File: src/rtl/rr_mux_pkg.sv
// Shared types and helpers for the round-robin mux arbiter.
// Optional output registering is controlled by RR_MUX_OUT_REG_EN in rr_mux_arbiter.
package rr_mux_pkg;

  typedef enum logic {ST_IDLE, ST_GRANT} state_e;

  localparam int NUM_REQ = 4;

  // OR-encode a one-hot (or zero) grant vector into a mux select.
  function automatic logic [1:0] onehot_to_sel(input logic [NUM_REQ-1:0] oh);
    logic [1:0] s;
    s = '0;
    for (int i = 0; i < NUM_REQ; i++) begin
      if (oh[i]) s = s | 2'(i);
    end
    return s;
  endfunction

endpackage

File: src/rtl/mux4to1.sv
// Combinational 4:1 mux: {s1,s0}=0..3 selects a..d.
module mux4to1 #(
  parameter int WIDTH = 2
) (
  input  logic [WIDTH-1:0] a,
  input  logic [WIDTH-1:0] b,
  input  logic [WIDTH-1:0] c,
  input  logic [WIDTH-1:0] d,
  input  logic             s1,
  input  logic             s0,
  output logic [WIDTH-1:0] y
);

  always_comb begin
    case ({s1, s0})
      2'd0:    y = a;
      2'd1:    y = b;
      2'd2:    y = c;
      default: y = d;
    endcase
  end

endmodule

File: src/rtl/rr_pick4.sv
// Round-robin picker: first set request searching from last+1, wrapping to lower indices.
module rr_pick4
  import rr_mux_pkg::*;
(
  input  logic [NUM_REQ-1:0] req,
  input  logic [1:0]         last,
  output logic [1:0]         next_idx,
  output logic               found
);

  always_comb begin
    logic [1:0] idx;
    idx      = '0;
    next_idx = '0;
    found    = 1'b0;
    // Offset 4 wraps to last itself, so the previous owner is searched last.
    for (int k = 1; k <= NUM_REQ; k++) begin
      idx = last + 2'(k);
      if (!found && req[idx]) begin
        found    = 1'b1;
        next_idx = idx;
      end
    end
  end

endmodule

File: src/rtl/rr_mux_arbiter.sv
// Round-robin arbiter driving the 4:1 mux selects with bounded grant hold.
// Define RR_MUX_OUT_REG_EN to register y and y_valid (one cycle behind gnt/select).
module rr_mux_arbiter
  import rr_mux_pkg::*;
#(
  parameter int WIDTH    = 2,
  parameter int MAX_HOLD = 4
) (
  input  logic               clk,
  input  logic               rst_n,
  input  logic [NUM_REQ-1:0] req,
  input  logic [WIDTH-1:0]   a,
  input  logic [WIDTH-1:0]   b,
  input  logic [WIDTH-1:0]   c,
  input  logic [WIDTH-1:0]   d,
  output logic [NUM_REQ-1:0] gnt,
  output logic               s1,
  output logic               s0,
  output logic [WIDTH-1:0]   y,
  output logic               y_valid,
  output logic               busy
);

  localparam logic [3:0] HOLD_LAST = 4'(MAX_HOLD - 1);

  state_e             state_q, state_d;
  logic [NUM_REQ-1:0] gnt_q, gnt_d;
  logic [1:0]         sel_q, sel_d;
  logic [3:0]         hold_q, hold_d;
  logic [1:0]         last_q, last_d;

  logic [NUM_REQ-1:0] pick_req;
  logic [1:0]         pick_last;
  logic [1:0]         pick_idx;
  logic               pick_found;
  logic               owner_req;
  logic [WIDTH-1:0]   y_mux;

  // While granted, the search excludes the owner and starts after it.
  assign pick_req  = (state_q == ST_GRANT) ? (req & ~gnt_q) : req;
  assign pick_last = (state_q == ST_GRANT) ? sel_q : last_q;
  assign owner_req = |(req & gnt_q);

  rr_pick4 u_pick (
    .req      (pick_req),
    .last     (pick_last),
    .next_idx (pick_idx),
    .found    (pick_found)
  );

  always_comb begin
    state_d = state_q;
    gnt_d   = gnt_q;
    sel_d   = sel_q;
    hold_d  = hold_q;
    last_d  = last_q;
    case (state_q)
      ST_IDLE: begin
        if (pick_found) begin
          state_d = ST_GRANT;
          gnt_d   = NUM_REQ'(1) << pick_idx;
          sel_d   = onehot_to_sel(gnt_d);
          hold_d  = '0;
        end
      end
      ST_GRANT: begin
        if (!owner_req) begin
          // Owner release takes precedence over hold expiry.
          last_d = sel_q;
          hold_d = '0;
          if (pick_found) begin
            gnt_d = NUM_REQ'(1) << pick_idx;
            sel_d = onehot_to_sel(gnt_d);
          end else begin
            state_d = ST_IDLE;
            gnt_d   = '0;
          end
        end else if (pick_found && hold_q == HOLD_LAST) begin
          last_d = sel_q;
          hold_d = '0;
          gnt_d  = NUM_REQ'(1) << pick_idx;
          sel_d  = onehot_to_sel(gnt_d);
        end else if (hold_q != HOLD_LAST) begin
          hold_d = hold_q + 4'd1;
        end
      end
      default: begin
        state_d = ST_IDLE;
        gnt_d   = '0;
        hold_d  = '0;
      end
    endcase
  end

  always_ff @(posedge clk) begin
    if (!rst_n) begin
      state_q <= ST_IDLE;
      gnt_q   <= '0;
      sel_q   <= '0;
      hold_q  <= '0;
      last_q  <= 2'd3;
    end else begin
      state_q <= state_d;
      gnt_q   <= gnt_d;
      sel_q   <= sel_d;
      hold_q  <= hold_d;
      last_q  <= last_d;
    end
  end

  mux4to1 #(.WIDTH(WIDTH)) u_mux (
    .a  (a),
    .b  (b),
    .c  (c),
    .d  (d),
    .s1 (sel_q[1]),
    .s0 (sel_q[0]),
    .y  (y_mux)
  );

  assign gnt  = gnt_q;
  assign s1   = sel_q[1];
  assign s0   = sel_q[0];
  assign busy = (state_q == ST_GRANT);

`ifdef RR_MUX_OUT_REG_EN
  logic [WIDTH-1:0] y_q, y_d;
  logic             y_valid_q, y_valid_d;

  always_comb begin
    y_d       = y_mux;
    y_valid_d = |gnt_q;
  end

  always_ff @(posedge clk) begin
    if (!rst_n) begin
      y_q       <= '0;
      y_valid_q <= 1'b0;
    end else begin
      y_q       <= y_d;
      y_valid_q <= y_valid_d;
    end
  end

  assign y       = y_q;
  assign y_valid = y_valid_q;
`else
  assign y       = y_mux;
  assign y_valid = |gnt_q;
`endif

endmodule

File: config.mk
export PLATFORM = sky130hd
export DESIGN_NAME = rr_mux_arbiter
export DESIGN_NICKNAME = d
export VERILOG_FILES = /design/src/rtl/rr_mux_pkg.sv /design/src/rtl/mux4to1.sv /design/src/rtl/rr_pick4.sv /design/src/rtl/rr_mux_arbiter.sv
export SDC_FILE = /design/constraint.sdc
export NUM_CORES = 1
export LEC_CHECK = 0
export CORE_UTILIZATION = 40
export CTS_BUF_LIST = sky130_fd_sc_hd__clkbuf_8 sky130_fd_sc_hd__clkbuf_16
export DETAILED_ROUTE_END_ITERATION = 16
export DONT_BUFFER_PORTS = 1
export SETUP_SLACK_MARGIN = 0.5
export SYNTH_ARGS = -nofsm -noshare
export SYNTH_HDL_FRONTEND = slang
export SYNTH_SLANG_ARGS = --single-unit
File: constraint.sdc
create_clock -name clk -period 2.6 [get_ports clk]
set_clock_uncertainty 0.1 [all_clocks]
set_input_delay 0.39 -clock clk [delete_from_list [all_inputs] [get_ports clk]]
set_output_delay 0.39 -clock clk [all_outputs]
set_load 0.01 [all_outputs]
==> results.cfg <==
[power]
clockPowerShare_pct = 24.6
p_int_mw = 0.454
p_seq_share_pct = 42.0
p_comb_share_pct = 33.5
powerDensity_nw_per_um2 = 786
netSwitchingPower_mw = 0.260
ir_drop_mv = 0.301
p_leak_nw = 0.353
power.total_mw = 0.713
swShare_pct = 36.4

[clocking]
cts_tree = yes
clockBufferDepth = 2
cts_buffers = 3
postCtsSetupBuffers = 0
cts_sinks = 13
cts.htree.levels = 1
clk_latency_ns = 0.24
cts-root-buf = clkbuf_8
ctsResizeCount = 0
postCtsHoldBufs = 0
clk_pin_slew_ns = 0.06

[timing]
hold_viol_final = 0
tightestPinTransition_ns = 0.449
rsz0062_at_grt = false
period_minus_slack_ns = 1.99
period_share_pct = 76.4
setup-tns-final_ns = 0
fmax_mhz = 504
finalSetupViolCount = 0
max-slew-margin-rel_pct = 70.1
setup_slack_ns = 0.614
slew_violations = 0

[synth]
synth_edf_count = 0
synth.ff_latch_count = 13
synth_top_cell_by_area = dfxtp_1
synth_cell_types = 38
synth_cells = 85
yosysWarnings = 0
synth.most_common_cell = dfxtp_1
ys_top_cells_by_area = dfxtp_1 (31%), mux2i_1 (6.0%), a21boi_2 (5.4%), mux4_2 (5.4%), nand2b_1 (4.5%)
yosysSeqAreaShare_pct = 31.1
syn-mean-instance-area_um2 = 9.83
netlist.area_leader.share_pct = 31.1
synth_ff_type = dfxtp_1
syn_nets = 100
synthArstFlopShare_pct = 0
mappedNetlistArea_um2 = 836
synthTopCellsByCount = dfxtp_1 (13), nand2_1 (9), nand2b_1 (6), nor2_1 (6), mux2i_1 (5)

[floorplan]
die_w_um = 47.7
core_area_um2 = 1960
die_y_um = 47.7
dieArea_um2 = 2280
rows = 16
start_util_pct = 42.6
ios = 24

[placed_design]
portBuffers = 0
dp.cells = 111
finalWeightedCongestion = 0.756
place_hpwl_mm = 1.30
pre_cts_ws_ns = 0.667

[final_layout]
multiInputGateArea_um2 = 557
stdcell_count = 115
final-seq-area_um2 = 260
fin_util_pct = 46.2
drive_gt1_share_pct = 20.5
num-nets-final = 104
areaGrowthSynthToFinish_pct = 8.53
fillCellCount = 201
antennaDiodeCount = 0

[setup_path]
required_ns = 2.68
start_kind = flop
crit_chain = mux2_2 > a21o_1 > a31oi_1 > nand2b_1 > nand2b_1 > a21boi_2
crit_path_end = gnt[3]$_SDFFE_PN0P_
arrival_ns = 2.07
r2r_start = busy$_SDFF_PN0_
rrSetupSlack_ns = 0.61
cp-end-kind = flop
cp_max_fo = 9
max_stage_delay_ns = 0.59
reg2reg_depth = 6
rr_endpoint = gnt[3]$_SDFFE_PN0P_
slowest_stage = dfxtp_1
worst_setup_path_startpoint = busy$_SDFF_PN0_
crit_type = flop to flop
cpMostUsedCell = nand2b_1

[detailed_routing]
routedWlPerCell_um = 14.7
vias = 654
avgViaCountPerCell = 5.69
routed_wl_mm = 1.69
route.detailed.drc = 0
ant_nets = 0
dr.first_iter.drc_count = 7
firstDrtPassIters = 4

[run]
cap_violations = 0

[global_routing]
grt_pass1_wl_mm = 2.48
grt-ovfl-total = 0
grt_pass1_vias = 591
grt_antenna_before_repair = 0
grt_util_all_layers_pct = 15.8
grt_max_degree = 12

[run_status]
outcome = finished, final reports clean

[min_path]
hold_path_class = input pin to flop
==> cells in the final DEF (no fill, tap or decap), types with 2 or more instances in the layout <==
master,netlist,final
a21boi_1,2,2
a21boi_2,4,4
a21oi_1,3,3
clkbuf_8,0,3
dfxtp_1,13,13
inv_1,1,2
mux2i_1,5,5
mux4_2,2,2
nand2_1,9,9
nand2b_1,6,6
nor2_1,6,6
nor2b_1,3,3
o21a_1,2,2
o21ai_1,2,2
xor2_1,3,3
==> per-stage QoR <==
stage	area (µm²)	hold WS, ns
3_5_place_dp	862	0.362
2_1_floorplan	836	0.344
4_1_cts	907	0.109
6_report	907	0.114
3_3_place_gp	862	0.355
5_1_grt	907	0.113
==> critical path: cells and delay by family, from the launching register on <==
family,cells,cell delay (ns)
and+or+nand+nor,2,0.30
muxes,1,0.42
AOI/OAI and AO/OA,3,0.50
DFF,1,0.59
==> kinds of logic (layout without fill, tap and decap cells) <==
logic type / count (synthesis) / in the layout / synth area share (%)
AO/OA/AOI/OAI: 25 / 25 / 28.4
AND/OR/NAND/NOR: 32 / 32 / 20.8
XOR/XNOR: 3 / 3 / 3.14
adder cells (fa/ha/maj): 1 / 1 / 1.50
flip-flops: 13 / 13 / 31.1
buffers and inverters: 3 / 6 / 2.24
multiplexers: 8 / 8 / 12.7
==> state kept, by name, indices dropped and copies added (netlist names) <==
register,count
sel_q,2
hold_q,4
busy,1
last_q,2
gnt,4
==> layer usage <==
| metal | GRT usage [%] | share of wire, % | vias up |
|---|---|---|---|
| met1 | 19.3 | 47 | 317 |
| met2 | 26.8 | 48 | 12 |
| li1 | - | - | 323 |
| met5 | 0 | 0 | - |
| met4 | 6.67 | 0.47 | 0 |
| met3 | 3.40 | 3.8 | 2 |
==> layout make-up <==
cell class	instances	share of cell area [%]
clock buffer	3	4.55
clock inverter	1	0.414
inverter	1	0.414
multi-input combinational	69	61.4
sequential	13	28.7
tap	27	3.72
timing repair buffer	1	0.828
==> how the worst min path moves through the flow <==
stage | from | end | slack, ns | cells after the start
global placement | rst_n | last_q[1]$_SDFFE_PN1P_ | 0.36 | 1
CTS | rst_n | last_q[1]$_SDFFE_PN1P_ | 0.11 | 1
detailed placement | rst_n | last_q[1]$_SDFFE_PN1P_ | 0.36 | 1
floorplan | last_q[0]$_SDFFE_PN1P_ | last_q[0]$_SDFFE_PN1P_ | 0.34 | 2
finish | rst_n | last_q[0]$_SDFFE_PN1P_ | 0.11 | 1
global route | rst_n | last_q[1]$_SDFFE_PN1P_ | 0.11 | 1
==> power groups by stage <==
stage	combinational (mW)	sequential (mW)	clock (mW)
3_5_place_dp	0.240	0.305	0
3_3_place_gp	0.235	0.303	0
5_1_grt	0.265	0.307	0.191
4_1_cts	0.240	0.300	0.182
6_report	0.239	0.299	0.175
2_1_floorplan	0.211	0.288	0
Note: power is estimated with default switching activity, not from simulation.
